`src/rtl/vga_sync_timer.sv`:
```
// rtl/vga_sync_timer.sv - 640x480@60 Hz VGA timing generator with frame-locked blink
//
// Purpose:
//   Divides the system clock down to the pixel rate, walks a horizontal and
//   vertical raster counter, and produces registered sync / active-video
//   decodes aligned with the exported coordinates. A frame counter derives
//   the cursor blink square wave used by the character generator.
//
// Ports:
//   clk          in   1   system clock (100 MHz nominal)
//   reset_n      in   1   asynchronous active-low reset
//   pixel_x      out  10  horizontal count, 0..H_TOTAL-1
//   pixel_y      out  10  vertical count, 0..V_TOTAL-1
//   hsync        out  1   horizontal sync, active low
//   vsync        out  1   vertical sync, active low
//   video_on     out  1   high inside the visible area
//   p_tick       out  1   one-clk strobe in the last clk of each pixel period
//   frame_start  out  1   one-clk strobe on the clk counters move to (0,0)
//   parpadeo     out  1   blink square wave, toggles every BLINK_FRAMES frames

module vga_sync_timer #(
  parameter int TICK_DIV     = 4,
  parameter int H_DISPLAY    = 640,
  parameter int H_FRONT      = 16,
  parameter int H_SYNC       = 96,
  parameter int H_BACK       = 48,
  parameter int V_DISPLAY    = 480,
  parameter int V_FRONT      = 10,
  parameter int V_SYNC       = 2,
  parameter int V_BACK       = 33,
  parameter int BLINK_FRAMES = 30
) (
  input  logic       clk,
  input  logic       reset_n,
  output logic [9:0] pixel_x,
  output logic [9:0] pixel_y,
  output logic       hsync,
  output logic       vsync,
  output logic       video_on,
  output logic       p_tick,
  output logic       frame_start,
  output logic       parpadeo
);

  // ---------------------------------------------------------------------------
  // Derived timing constants
  // ---------------------------------------------------------------------------
  localparam int H_TOTAL = H_DISPLAY + H_FRONT + H_SYNC + H_BACK;
  localparam int V_TOTAL = V_DISPLAY + V_FRONT + V_SYNC + V_BACK;

  localparam int TICK_W  = (TICK_DIV > 1) ? $clog2(TICK_DIV) : 1;
  localparam int FRAME_W = (BLINK_FRAMES > 1) ? $clog2(BLINK_FRAMES) : 1;

  localparam logic [TICK_W-1:0]  TICK_LAST  = TICK_W'(TICK_DIV - 1);
  localparam logic [FRAME_W-1:0] FRAME_LAST = FRAME_W'(BLINK_FRAMES - 1);

  localparam logic [9:0] H_LAST   = 10'(H_TOTAL - 1);
  localparam logic [9:0] V_LAST   = 10'(V_TOTAL - 1);
  localparam logic [9:0] H_VIS    = 10'(H_DISPLAY);
  localparam logic [9:0] V_VIS    = 10'(V_DISPLAY);
  localparam logic [9:0] HS_START = 10'(H_DISPLAY + H_FRONT);
  localparam logic [9:0] HS_END   = 10'(H_DISPLAY + H_FRONT + H_SYNC - 1);
  localparam logic [9:0] VS_START = 10'(V_DISPLAY + V_FRONT);
  localparam logic [9:0] VS_END   = 10'(V_DISPLAY + V_FRONT + V_SYNC - 1);

  // ---------------------------------------------------------------------------
  // State
  // ---------------------------------------------------------------------------
  logic [TICK_W-1:0]  tick_cnt;
  logic [9:0]         h_cnt;
  logic [9:0]         v_cnt;
  logic [FRAME_W-1:0] frame_cnt;

  // Next-state raster position, used both to advance the counters and to
  // pre-compute the sync decodes so they land on the same edge.
  logic [9:0]         h_next;
  logic [9:0]         v_next;
  logic               h_at_end;
  logic               v_at_end;
  logic [TICK_W-1:0]  tick_next;

  // ---------------------------------------------------------------------------
  // Combinational next-state and strobes
  // ---------------------------------------------------------------------------
  always_comb begin
    tick_next = (tick_cnt >= TICK_LAST) ? '0 : tick_cnt + TICK_W'(1);
  end

  always_comb begin
    h_at_end = (h_cnt == H_LAST);
    v_at_end = (v_cnt == V_LAST);

    // Anything at or past the last column (including unreachable values
    // after an upset) folds back to column 0.
    if (h_cnt >= H_LAST) begin
      h_next = '0;
    end else begin
      h_next = h_cnt + 10'd1;
    end

    // The line counter advances only at the end of a line; an out-of-range
    // value is cleared on the next pixel tick regardless of column.
    v_next = v_cnt;
    if (v_cnt > V_LAST) begin
      v_next = '0;
    end else if (h_at_end) begin
      v_next = v_at_end ? '0 : v_cnt + 10'd1;
    end
  end

  always_comb begin
    p_tick      = (tick_cnt == TICK_LAST);
    frame_start = p_tick & h_at_end & v_at_end;
  end

  // ---------------------------------------------------------------------------
  // Registers
  // ---------------------------------------------------------------------------
  always_ff @(posedge clk or negedge reset_n) begin
    if (!reset_n) begin
      tick_cnt  <= '0;
      h_cnt     <= '0;
      v_cnt     <= '0;
      frame_cnt <= '0;
      // Decodes start out describing position (0,0).
      hsync     <= 1'b1;
      vsync     <= 1'b1;
      video_on  <= 1'b1;
      parpadeo  <= 1'b0;
    end else begin
      tick_cnt <= tick_next;

      if (p_tick) begin
        h_cnt    <= h_next;
        v_cnt    <= v_next;
        hsync    <= ~((h_next >= HS_START) && (h_next <= HS_END));
        vsync    <= ~((v_next >= VS_START) && (v_next <= VS_END));
        video_on <= (h_next < H_VIS) && (v_next < V_VIS);
      end

      // Blink phase only moves on frame boundaries, so the cursor never
      // changes state partway down the screen.
      if (frame_start) begin
        if (frame_cnt >= FRAME_LAST) begin
          frame_cnt <= '0;
          parpadeo  <= ~parpadeo;
        end else begin
          frame_cnt <= frame_cnt + FRAME_W'(1);
        end
      end
    end
  end

  // Coordinates come straight from the counters; each value is stable for
  // TICK_DIV clks, which covers the one-clk font ROM latency downstream.
  assign pixel_x = h_cnt;
  assign pixel_y = v_cnt;

endmodule
```
`config.mk`:
```
export PLATFORM = sky130hd
export DESIGN_NAME = vga_sync_timer
export DESIGN_NICKNAME = d
export VERILOG_FILES = /design/src/rtl/vga_sync_timer.sv
export SDC_FILE = /design/constraint.sdc
export NUM_CORES = 1
export LEC_CHECK = 0
export BUFFER_PORTS_ARGS = -buffer_cell sky130_fd_sc_hd__buf_4
export CAP_MARGIN = 20
export CELL_PAD_IN_SITES_DETAIL_PLACEMENT = 1
export CELL_PAD_IN_SITES_GLOBAL_PLACEMENT = 2
export CORE_UTILIZATION = 31
export DETAILED_ROUTE_END_ITERATION = 10
export PLACE_DENSITY_LB_ADDON = 0.1
export SYNTH_ARGS = -nofsm -noshare
export SYNTH_HDL_FRONTEND = slang
export SYNTH_SLANG_ARGS = --single-unit
export TNS_END_PERCENT = 50
```
`constraint.sdc`:
```
create_clock -name clk -period 2.1 [get_ports clk]
set_input_delay 0.105 -clock clk [delete_from_list [all_inputs] [get_ports clk]]
set_output_delay 0.105 -clock clk [all_outputs]
set_load 0.1 [all_outputs]
```
After elaboration in Yosys (flattened, before gate mapping)
Cells that the tools add are included.
- bits in registers: 31
- latch bits: 0
- bits in writable memories: 0
- memory bits (read-only): 0
- input port bits: 2
- output and inout bits: 26
- word-level logic and storage cells: 40
- memories kept: 0
- add/sub/neg operators: 4
- multipliers: 0
- div/mod/pow operators: 0
- order comparisons: 10
- equality and inequality tests: 3
- shift operators: 0
- muxes and demuxes: 6
- bitwise operators: 5
- reduce and logical (&&, ||, !) cells: 4
- operator list (operator ; count):
    2-to-1 mux 10 bit ; 4
    adder 10 x 1 -> 10 bit (second input constant) ; 2
    == test 10 bit (second input constant) ; 2
    >= comparator 10 bit (second input constant) ; 2
    >= comparator 10 x 9 -> 1 bit (second input constant) ; 1
    > comparator 10 bit (second input constant) ; 1
    <= comparator 10 bit (second input constant) ; 1
    <= comparator 10 x 9 -> 1 bit (second input constant) ; 1
    < comparator 10 bit (second input constant) ; 1
    < comparator 10 x 9 -> 1 bit (second input constant) ; 1
    adder 5 x 1 -> 5 bit (second input constant) ; 1
    >= comparator 5 bit (second input constant) ; 1
    2-to-1 mux 5 bit ; 1
    logical AND 1 bit ; 3
    NOT 1 bit ; 3
    adder 2 x 1 -> 2 bit (second input constant) ; 1
    AND 1 bit ; 2
    == test 2 bit (second input constant) ; 1
    >= comparator 2 bit (second input constant) ; 1
    2-to-1 mux 2 bit ; 1
    AND reduction 2 bit ; 1

Longest topological paths before layout
Gate-level depths: netlist of the first run.
- depth after elaboration: 7
- depth in mapped cells: 8
- depth with buffers taken out: 8

Worst setup path after synthesis of the first run
Ideal clock, no wire load.
- path kind: reg-to-reg
- from: register h_cnt[0], in the netlist pixel_x[0]
- to: register parpadeo
- library setup time: 0.158 ns
- arrival time: 3.112 ns
- data required time: 1.942 ns
- slack: -1.169 ns
- cell stages (with the launch flop): 8
- path buffers: 0
- clock period less this slack: 3.269 ns
- cells stage by stage: dfrtp_1 ha_1 nand4_1 nor3_4 nand3_1 inv_1 nand2_1 xnor2_1
- cells in the longest elaborated chain, start to end: 4
- ends and longest elaborated chain (what ; line ; RTL):
    from (decl) ; 70 ; logic [9:0] h_cnt;
    from (signal assigned) ; 134 ; h_cnt <= h_next;
    == test 10 bit ; 90 ; h_at_end = (h_cnt == H_LAST);
    AND 1 bit (2 in series) ; 113 ; frame_start = p_tick & h_at_end & v_at_end;
    net frame_start ; 41 ; output logic frame_start,
    AND reduction 2 bit (no source line) ; - ;
    to (signal assigned) ; 146 ; parpadeo <= ~parpadeo;
    to (decl) ; 42 ; output logic parpadeo
The timed path passes the listed nets, and every way through them passes these cells.
A chain may end at the register's enable or synchronous reset.

Worst setup path after layout of the first run
- from: register v_cnt[6], in the netlist pixel_y[6]
- to: output frame_start
- cells in the longest elaborated chain, start to end: 2
- ends and longest elaborated chain (what ; line ; RTL):
    from (decl) ; 71 ; logic [9:0] v_cnt;
    from (signal assigned) ; 135 ; v_cnt <= v_next;
    == test 10 bit ; 91 ; v_at_end = (v_cnt == V_LAST);
    AND 1 bit ; 113 ;
    to (decl) ; 41 ;
No other way between the ends.

==> results of run 1 <==
## layout by cell type (no fill, tap or decap), types with 2 or more instances in the layout
cell       instances
a21oi_1            9
a21oi_2            2
a2bb2oi_1          2
and3_1             2
buf_4             62
buf_6              3
clkbuf_8           5
clkinv_2           3
dfrtp_1            8
dfrtp_2           11
dfrtp_4            9
dfstp_2            3
ha_1               4
inv_1              9
nand2_1           24
nand2b_1           3
nand3_1           13
nand4_1            3
nor2_1            12
nor2b_1            4
nor3_1             5
nor3_2             4
o21ai_0           20
o21ai_1            3
o31ai_1            9
o31ai_2            2
o41ai_1            2
or2_2              3
or3_2              2
or4_4              2
xnor2_1            6
## layout make-up
cell class,instances,area (µm²)
Sequential cell,31,827.0
Tap cell,75,93.84
Inverter,10,41.29
Clock buffer,5,68.82
Multi-Input combinational cell,172,1206
Timing Repair Buffer,67,529.3
Clock inverter,3,15.01
Fill cell,698,3174
## worst min path at each step
stage / from / end / slack (ns)
after detailed placement: reset_n / pixel_y[4] / 0.08
after global routing: reset_n / pixel_x[5] / 0.35
after CTS: reset_n / pixel_x[5] / 0.31
final: reset_n / pixel_y[4] / 0.30
after global placement: reset_n / pixel_y[4] / 0.08
after floorplan: reset_n / frame_cnt[0] / -0.19
## per-layer routing
layer / share of wire (%) / vias up / global-route usage [%]
met2: 51 / 30 / 35.93
li1: - / 947 / -
met3: 2.8 / 6 / 3.523
met1: 46 / 977 / 24.41
met4: 0.90 / 0 / 5.179
met5: 0 / - / 0
## power groups by stage
stage | combinational [µW] | clock (µW) | sequential (µW)
2_1_floorplan | 0.000293 | 0 | 609
3_3_place_gp | 14.6 | 0 | 609
3_5_place_dp | 14.6 | 0 | 609
4_1_cts | 16.1 | 481 | 597
5_1_grt | 17.6 | 508 | 596
6_report | 14.7 | 460 | 597
## flip-flops by register name (all words and copies together), names as in the netlist
register	count
frame_cnt	5
hsync	1
parpadeo	1
pixel_x	10
pixel_y	10
tick_cnt	2
video_on	1
vsync	1
## cell families after synthesis
family / count (synthesis)
AO/OA/AOI/OAI: 65
XOR/XNOR: 6
adder cells (fa/ha/maj): 6
flip-flops: 31
multiplexers: 2
AND/OR/NAND/NOR: 93
buffers and inverters: 17
## stage by stage
stage | setup WS [ns] | hold WS (ns)
2_1_floorplan | -0.3048 | -0.1906
3_3_place_gp | -0.05062 | 0.07837
6_report | -0.1590 | 0.3047
4_1_cts | -0.1880 | 0.3096
5_1_grt | -0.2476 | 0.3462
3_5_place_dp | -0.07354 | 0.07844
## what timing repair did
| action | CTS | global route |
|---|---|---|
| endpoints found under the hold margin | 28 | 0 |
| gates cloned | 0 | 0 |
| gates resized for setup | 11 | 16 |
| setup buffers | 3 | 2 |
| endpoints found under the setup margin | 10 | 20 |
| pin swaps | 2 | 7 |
| hold buffers | 1 | 0 |
==> qor.csv, run 1 <==
stage,metric,value,unit
clock_tree,cts_buffers,5,
final_layout,areaGrowthSynthToFinish,45.01,%
worst_setup_path,cp-end-kind,output pin,
synthesis,synthAdderAreaFrac,3.914,%
sta,layout_min_cycle_time,2.259,ns
pwr,vdd_drop_max,0.2937,mV
synthesis,netlist_instances,220,
synthesis,synthTopCellsByCount,"dfrtp_1 (28), nand2_1 (26), o21ai_0 (23)",
run_status,outcome,finished with violations,
synthesis,yosys.area.top_type,dfrtp_1,
pwr,intPower,825.8,µW
die,die_y,80.66,µm
worst_setup_path,worstPathArrival,2.15,ns
clock_tree,cts_root_buf,clkbuf_8,
synthesis,synth_compound_gate_area_share,21.92,%
global_route,grt.overflow.total,0,
synthesis,yosys_most_used_dff,dfrtp_1,
sta,max_freq,442.7,MHz
worst_setup_path,required,2.00,ns
worst_setup_path,crit_path_start_kind,flip-flop,
global_route,grt_use_total,20.03,%
pwr,p_sw,245.7,µW
synthesis,synthDistinctLibCells,52,
routing,via_per_inst,5.399,
clock_tree,insertion_delay,0.29,ns
routing,wl,5890,µm
routing,route.detailed.drc,0,
hold_path,hp-class,in2async,
routing,num_vias,1960,
synthesis,syn_area,0.001918,mm²
pwr,switching_share,22.93,%
die,coreArea,0.005956,mm²
synthesis,synth-simple-area-share,25.83,%
final_layout,layout-drive-gt1-share,45.14,%
worst_setup_path,r2r-start,pixel_y[6],
global_route,grt_pass1_wl,9701,µm
worst_setup_path,crit_chain,or4_4 -> buf_6 -> nor4_4 -> nand3_4 -> clkinvlp_4 -> buf_12,
clock_tree,clkTransAtPathRegs,0.07,ns
synthesis,synth_top_family_by_area,simple AND/OR/NAND/NOR gates,
synthesis,synth.top_cell.area_share,36.53,%
routing,post_drt_wl_per_cell,16.23,µm
worst_setup_path,crit_family,simple AND/OR/NAND/NOR gates,
synthesis,synth_fp_nets,228,
synthesis,yosys-top-cells-area,"dfrtp_1 (37%), o21ai_0 (6.0%), nand2_1 (5.1%)",
pwr,power.density,385.2,mW/mm²
clock_tree,cts_sinks,31,
final_layout,fin_area,0.002781,mm²
place,gp_congestion,0.8415,
sta,final_hold_viol_count,0,
final_layout,final_net_count,295,
sta,skew,0.008135,ns
global_route,antenna_found_initial,0,
worst_setup_path,cp.depth,6,
flow_run,drv_cap,0,
pwr,power_frac_comb,1.4,%
worst_setup_path,ff2ff_setup_slack,-0.07,ns
sta,setup_tns,-0.4512,ns
sta,rsz0062_at_grt,yes,
sta,tightestPinTransition,0.4264,ns
die,row_count,28,
synthesis,async_flop_share,100.0,%
synthesis,synthMuxAreaShare,1.109,%
final_layout,n_antenna_cell,0,
clock_tree,clk_path_buf_depth,2,
synthesis,yosys.area_share.xor_xnor,2.740,%
worst_setup_path,r2r_cells,8,
die,ioPinCount,28,
synthesis,synth_seq_area_share,40.64,%
sta,setup_viol,9,
run_status,violations,setup timing,
routing,drt_iter0_drc,31,
place,dp_hpwl,4416,µm
synthesis,synth-seq-cells,31,
place,io_buffers,27,
worst_setup_path,crit_start,pixel_y[6],
synthesis,synth.most_common_cell,dfrtp_1,
clock_tree,h-tree-depth,2,
die,start_util,32.21,%
place,dpl_cell_area,0.002536,mm²
worst_setup_path,reg2reg_to,frame_cnt[0],
final_layout,fin_cells,363,
pwr,p_seq_share,55.7,%
die,die_area,0.006506,mm²
routing,ant_nets,0,
place,dpl.cell_count,349,
final_layout,final_core_util,46.70,%
worst_setup_path,worstPathMaxFanout,4,
die,dieWidth,80.66,µm
pwr,p_clk_share,42.9,%
synthesis,avgSynthCellArea,8.719,µm²
sta,slew_headroom,71.57,%
global_route,grt_max_degree,32,
worst_setup_path,cp_slowest_stage_delay,0.57,ns
pwr,p_leak,0.001094,µW
global_route,grt_pass1_vias,1907,
sta,maxSlewViolCount,0,
clock_tree,cts_tree,built,
sta,fin_crit_sh,107.6,%
worst_setup_path,endpoint,frame_start,
synthesis,synth_edf_count,0,
pwr,p_total,1072,µW
worst_setup_path,critPathSlowestCell,or4_4,
worst_setup_path,path_buf_inv,3,
synthesis,ys_warn_count,0,
worst_setup_path,worstSetupPathType,reg2out,
sta,layout_setup_ws,-0.1590,ns
routing,firstDrtPassIters,4,
No activity file was read; power rests on OpenSTA's default activity.
==> run 2: changes to the inputs <==
--- a/config.mk
+++ b/config.mk
@@ -10,4 +10,5 @@
 export CELL_PAD_IN_SITES_DETAIL_PLACEMENT = 1
 export CELL_PAD_IN_SITES_GLOBAL_PLACEMENT = 2
+export CORE_MARGIN = 3
 export CORE_UTILIZATION = 31
 export DETAILED_ROUTE_END_ITERATION = 10
==> constraint.sdc (replaced) <==
create_clock -name clk -period 2.1 [get_ports clk]
set_input_delay 0.42 -clock clk [delete_from_list [all_inputs] [get_ports clk]]
set_output_delay 0.42 -clock clk [all_outputs]
set_load 0.1 [all_outputs]
==> run 2 against run 1 <==
  * Largest cell class unchanged
  * Global-route usage shrank 2.3 points
  * Core utilization is 0.13 points lower
  * Maximum frequency fell by 7.0%
  * Register-to-register slack worse by 0.03 ns
  * Non-clock buffer count rose by 2
  * Sequential share of layout area is 0.081 points higher
  * Sequential power about the same
  * Hold slack got worse by 0.26 ns
  * The flow still finishes with violations (setup timing)
  * Wire length up 0.20%
  * Critical path depth down 1
  * Power up 16%
  * Clock power increased by 38%
  * Highest routed layer unchanged
==> qor.csv, run 2 (synthesis results as in run 1) <==
stage,metric,value,unit
final_layout,final_common_cell,buf_4,
place,dp_hpwl,4426,µm
final_layout,multi_input_area,0.001160,mm²
sta,setup_tns,-0.6805,ns
die,row_count,28,
clock_tree,clk_path_buf_depth,2,
die,die_y,84.66,µm
clock_tree,cts_tree,built,
clock_tree,clkTransAtPathRegs,0.08,ns
worst_setup_path,required,1.68,ns
worst_setup_path,cp-end-kind,output pin,
final_layout,fill_cells,703,
global_route,grt_max_degree,32,
final_layout,final_cell_mix,"buf_4 (67), nand2_1 (26), o21ai_0 (18), nor2_1 (13), nand3_1 (13)",
global_route,antenna_found_initial,0,
worst_setup_path,worstPathArrival,2.01,ns
clock_tree,postCtsHoldBufs,0,
clock_tree,cts_buffers,5,
worst_setup_path,crit_chain,or4_4 -> nor4_4 -> nand3_4 -> clkinvlp_4 -> buf_12,
routing,ant_nets,0,
place,gp_congestion,0.7833,
clock_tree,cts_root_buf,clkbuf_8,
die,die_area,0.007167,mm²
pwr,p_sw,264.7,µW
die,ioPinCount,28,
routing,wl,5902,µm
clock_tree,cts_sinks,31,
global_route,grt_pass1_vias,2040,
routing,firstDrtPassIters,4,
sta,layout_min_cycle_time,2.429,ns
routing,drt_iter0_drc,55,
pwr,intPower,981.9,µW
routing,via_per_inst,5.271,
routing,num_vias,1924,
final_layout,areaGrowthSynthToFinish,44.62,%
sta,rsz0062_at_grt,yes,
run_status,outcome,finished with violations,
place,pre_cts_ws,-0.1171,ns
hold_path,hp-class,in2async,
pwr,p_leak,0.001069,µW
worst_setup_path,critPathSlowestCell,or4_4,
pwr,switching_share,21.23,%
worst_setup_path,path_buf_inv,2,
pwr,power.density,449.4,mW/mm²
flow_run,drv_cap,0,
die,coreArea,0.005956,mm²
routing,route.detailed.drc,0,
final_layout,final_net_count,297,
clock_tree,h-tree-depth,2,
final_layout,layout-drive-gt1-share,43.45,%
worst_setup_path,crit_path_start_kind,flip-flop,
sta,tightestPinTransition,0.4139,ns
global_route,grt.overflow.total,0,
final_layout,n_antenna_cell,0,
worst_setup_path,crit_family,simple AND/OR/NAND/NOR gates,
sta,maxSlewViolCount,0,
pwr,p_seq_share,47.9,%
pwr,p_total,1247,µW
clock_tree,insertion_delay,0.29,ns
pwr,power_frac_comb,1.0,%
place,io_buffers,27,
routing,post_drt_wl_per_cell,16.17,µm
sta,layout_setup_ws,-0.3291,ns
worst_setup_path,worstPathMaxFanout,4,
sta,setup_viol,10,
die,dieWidth,84.66,µm
global_route,grt_use_total,17.74,%
sta,worst_hold_slack,0.04897,ns
sta,skew,0.007987,ns
die,start_util,32.21,%
sta,final_hold_viol_count,0,
sta,fin_crit_sh,115.7,%
worst_setup_path,cp_slowest_stage_delay,0.59,ns
pwr,p_clk_share,51.1,%
final_layout,regArea,827.0,µm²
worst_setup_path,worstSetupPathType,reg2out,
sta,slew_headroom,72.41,%
pwr,vdd_drop_max,0.2624,mV
sta,max_freq,411.7,MHz
run_status,violations,setup timing,
global_route,grt_pass1_wl,10290,µm
[run 2: final timing paths]
path / from / end / slack [ns] / cells after the start
worst max-delay path: pixel_y[6] / frame_start / -0.33 / 5
worst min-delay path: reset_n / pixel_y[5] / 0.05 / 1
worst max register to register: pixel_y[6] / frame_cnt[1] / -0.10 / 7
worst min register to register: tick_cnt[0] / tick_cnt[0] / 0.44 / 1
max in group asynchronous: reset_n / hsync / 1.71 / 1
min in group clk: tick_cnt[0] / tick_cnt[0] / 0.44 / 1
[run 2: metrics by stage]
| stage | instances | util, % | area (µm²) |
|---|---|---|---|
| 2_1_floorplan | 220 | - | 2027 |
| 3_3_place_gp | 356 | 43.47 | 2589 |
| 3_5_place_dp | 356 | 43.47 | 2589 |
| 4_1_cts | 364 | 45.65 | 2719 |
| 5_1_grt | 365 | 46.58 | 2774 |
| 6_report | 365 | 46.58 | 2774 |
[run 2: power groups by stage]
stage          combinational (µW)  sequential [µW]  clock [µW]
2_1_floorplan            0.000293              609           0
3_3_place_gp                 14.6              609           0
3_5_place_dp                 14.8              609           0
4_1_cts                      14.6              596         655
5_1_grt                      15.6              596         682
6_report                     12.9              597         637
[run 2: what timing repair did]
action / CTS / global route
gates cloned: 0 / 0
endpoints found under the setup margin: 11 / 17
resized for setup: 3 / 14
setup buffers: 0 / 1
[run 2: area by class of cell]
| type | instances | area share, % |
|---|---|---|
| Tap cell | 75 | 3.383 |
| Multi-Input combinational cell | 172 | 41.81 |
| Clock buffer | 6 | 2.977 |
| Sequential cell | 31 | 29.82 |
| Inverter | 10 | 1.488 |
| Clock inverter | 2 | 1.263 |
| Timing Repair Buffer | 69 | 19.26 |
[run 2: worst reg2reg max path: cells and delay by family, from the launching register on]
family                 cells  cell delay (ns)
buffers and inverters      2             0.30
flip-flops                 1             0.47
AND/OR/NAND/NOR            4             1.29
AO/OA/AOI/OAI              1             0.08
[run 2: layer usage]
| metal | share of wire, % | vias up | track usage, % |
|---|---|---|---|
| li1 | - | 950 | - |
| met1 | 46 | 940 | 22.03 |
| met2 | 50 | 27 | 31.39 |
| met3 | 2.9 | 7 | 3.238 |
| met4 | 1.5 | 0 | 4.892 |
| met5 | 0 | - | 0 |
==> run 3: changes to the inputs <==
==> constraint.sdc (replaced) <==
create_clock -name clk -period 2.1 [get_ports clk]
set_input_delay 0.21 -clock clk [delete_from_list [all_inputs] [get_ports clk]]
set_output_delay 0.21 -clock clk [all_outputs]
set_load 0.1 [all_outputs]
==> run 3 against run 2 <==
  * The flow still finishes with violations (setup timing)
  * Maximum frequency increased by 11%
  * Setup slack improved by 0.25 ns
  * Final cell count rose by 0.82%
  * Count of clock-buffer cells in the layout increased by 2
==> qor.csv, run 3 (synthesis results as in run 1) <==
stage,metric,value,unit
die,row_count,28,
sta,layout_setup_ws,-0.08352,ns
worst_setup_path,ff2ff_setup_slack,-0.03,ns
global_route,grt_max_degree,32,
place,pre_cts_ws,-0.05389,ns
routing,ant_nets,0,
pwr,vdd_drop_max,0.3315,mV
die,coreArea,0.005956,mm²
final_layout,fill_cells,707,
worst_setup_path,required,1.89,ns
pwr,power.density,402.5,mW/mm²
routing,wl,5929,µm
worst_setup_path,critPathSlowestCell,or4_4,
worst_setup_path,worstPathMaxFanout,2,
clock_tree,cts_root_buf,clkbuf_8,
run_status,outcome,finished with violations,
place,dpl_cell_area,0.002544,mm²
sta,fin_crit_sh,104.0,%
flow_run,drv_cap,0,
routing,drt_iter0_drc,44,
routing,route.detailed.drc,0,
clock_tree,cts_buffers,5,
final_layout,final_cell_mix,"buf_4 (69), nand2_1 (26), o21ai_0 (21), nor2_1 (13), nand3_1 (13)",
pwr,p_leak,0.001078,µW
sta,skew,0.004633,ns
place,gp_congestion,0.7796,
routing,firstDrtPassIters,4,
final_layout,final_common_cell,buf_4,
worst_setup_path,r2r-start,pixel_x[6],
global_route,grt_pass1_vias,2031,
sta,tightestPinTransition,0.4712,ns
worst_setup_path,reg2reg_to,pixel_y[7],
die,ioPinCount,28,
sta,rsz0062_at_grt,yes,
global_route,grt_use_total,17.47,%
sta,maxSlewViolCount,0,
global_route,grt_pass1_wl,10100,µm
hold_path,hp-class,in2async,
worst_setup_path,worstSetupPathType,reg2out,
worst_setup_path,worstPathArrival,1.97,ns
die,start_util,32.21,%
worst_setup_path,cp-end-kind,output pin,
final_layout,regArea,827.0,µm²
clock_tree,cts_sinks,31,
sta,layout_min_cycle_time,2.184,ns
clock_tree,clkTransAtPathRegs,0.07,ns
sta,final_hold_viol_count,0,
clock_tree,cts_tree,built,
final_layout,n_antenna_cell,0,
worst_setup_path,crit_chain,or4_4 -> nor4_4 -> nand3_4 -> clkinvlp_4 -> buf_12,
die,die_y,84.66,µm
clock_tree,h-tree-depth,2,
clock_tree,clk_path_buf_depth,2,
die,die_area,0.007167,mm²
die,dieWidth,84.66,µm
global_route,grt.overflow.total,0,
global_route,antenna_found_initial,0,
final_layout,fin_area,0.002805,mm²
routing,post_drt_wl_per_cell,16.11,µm
place,dp_hpwl,4377,µm
worst_setup_path,cp_slowest_stage_delay,0.56,ns
sta,setup_viol,5,
routing,num_vias,1975,
final_layout,areaGrowthSynthToFinish,46.25,%
worst_setup_path,crit_path_start_kind,flip-flop,
clock_tree,insertion_delay,0.28,ns
worst_setup_path,r2r_cells,6,
place,io_buffers,27,
sta,slew_headroom,68.52,%
final_layout,final_net_count,300,
sta,max_freq,458.0,MHz
run_status,violations,setup timing,
worst_setup_path,crit_start,pixel_y[4],
sta,setup_tns,-0.1419,ns
final_layout,multi_input_area,0.001184,mm²
final_layout,layout-drive-gt1-share,43.69,%
routing,via_per_inst,5.367,
## run 3: worst max path at each step
stage / end / slack [ns] / cells past startpoint
floorplan: parpadeo / -0.30 / 7
global placement: video_on / -0.03 / 8
detailed placement: video_on / -0.05 / 8
CTS: frame_start / -0.20 / 5
global route: frame_start / -0.16 / 6
finish: frame_start / -0.08 / 5
## run 3: power breakdown
| group | internal [µW] | switching [µW] |
|---|---|---|
| Combinational | 2.47 | 12.0 |
| Sequential | 597 | 0 |
| Clock | 299 | 219 |
| Total | 898 | 231 |
## run 3: final cells by class
| type | count | share of cell area (%) |
|---|---|---|
| Multi-Input combinational cell | 172 | 42.19 |
| Sequential cell | 31 | 29.48 |
| Timing Repair Buffer | 72 | 19.94 |
| Clock buffer | 8 | 3.568 |
| Tap cell | 75 | 3.345 |
| Inverter | 10 | 1.472 |
## run 3: worst max-delay path: cells and delay by family, from the launching register on
| kind | cells | cell delay, ns |
|---|---|---|
| flip-flops | 1 | 0.47 |
| AND/OR/NAND/NOR | 3 | 0.93 |
| buffers and inverters | 2 | 0.30 |
## run 3: stage by stage
step                instances  total power [µW]  hold WS, ns  utilization [%]
floorplan                 220             608.7     -0.08559                -
global placement          350             623.0       0.1796            42.71
detailed placement        350             623.0       0.1785            42.71
CTS                       363              1151       0.4161            45.78
global route              368              1190       0.4408            47.10
finish                    368              1129       0.4127            47.10
## run 3: per-layer routing
layer | up-vias | GRT usage, % | part of all wire [%]
met2 | 31 | 30.46 | 51
met4 | 0 | 5.324 | 1.8
li1 | 951 | - | -
met5 | - | 0 | 0
met3 | 10 | 3.729 | 2.8
met1 | 983 | 21.50 | 44
## run 3: timing repair
action / CTS / global route
setup endpoints to repair: 11 / 19
hold buffers: 1 / 0
gates cloned: 0 / 0
setup buffers: 4 / 5
resized for setup: 9 / 8
pin swaps: 5 / 3
hold endpoints to repair: 28 / 0
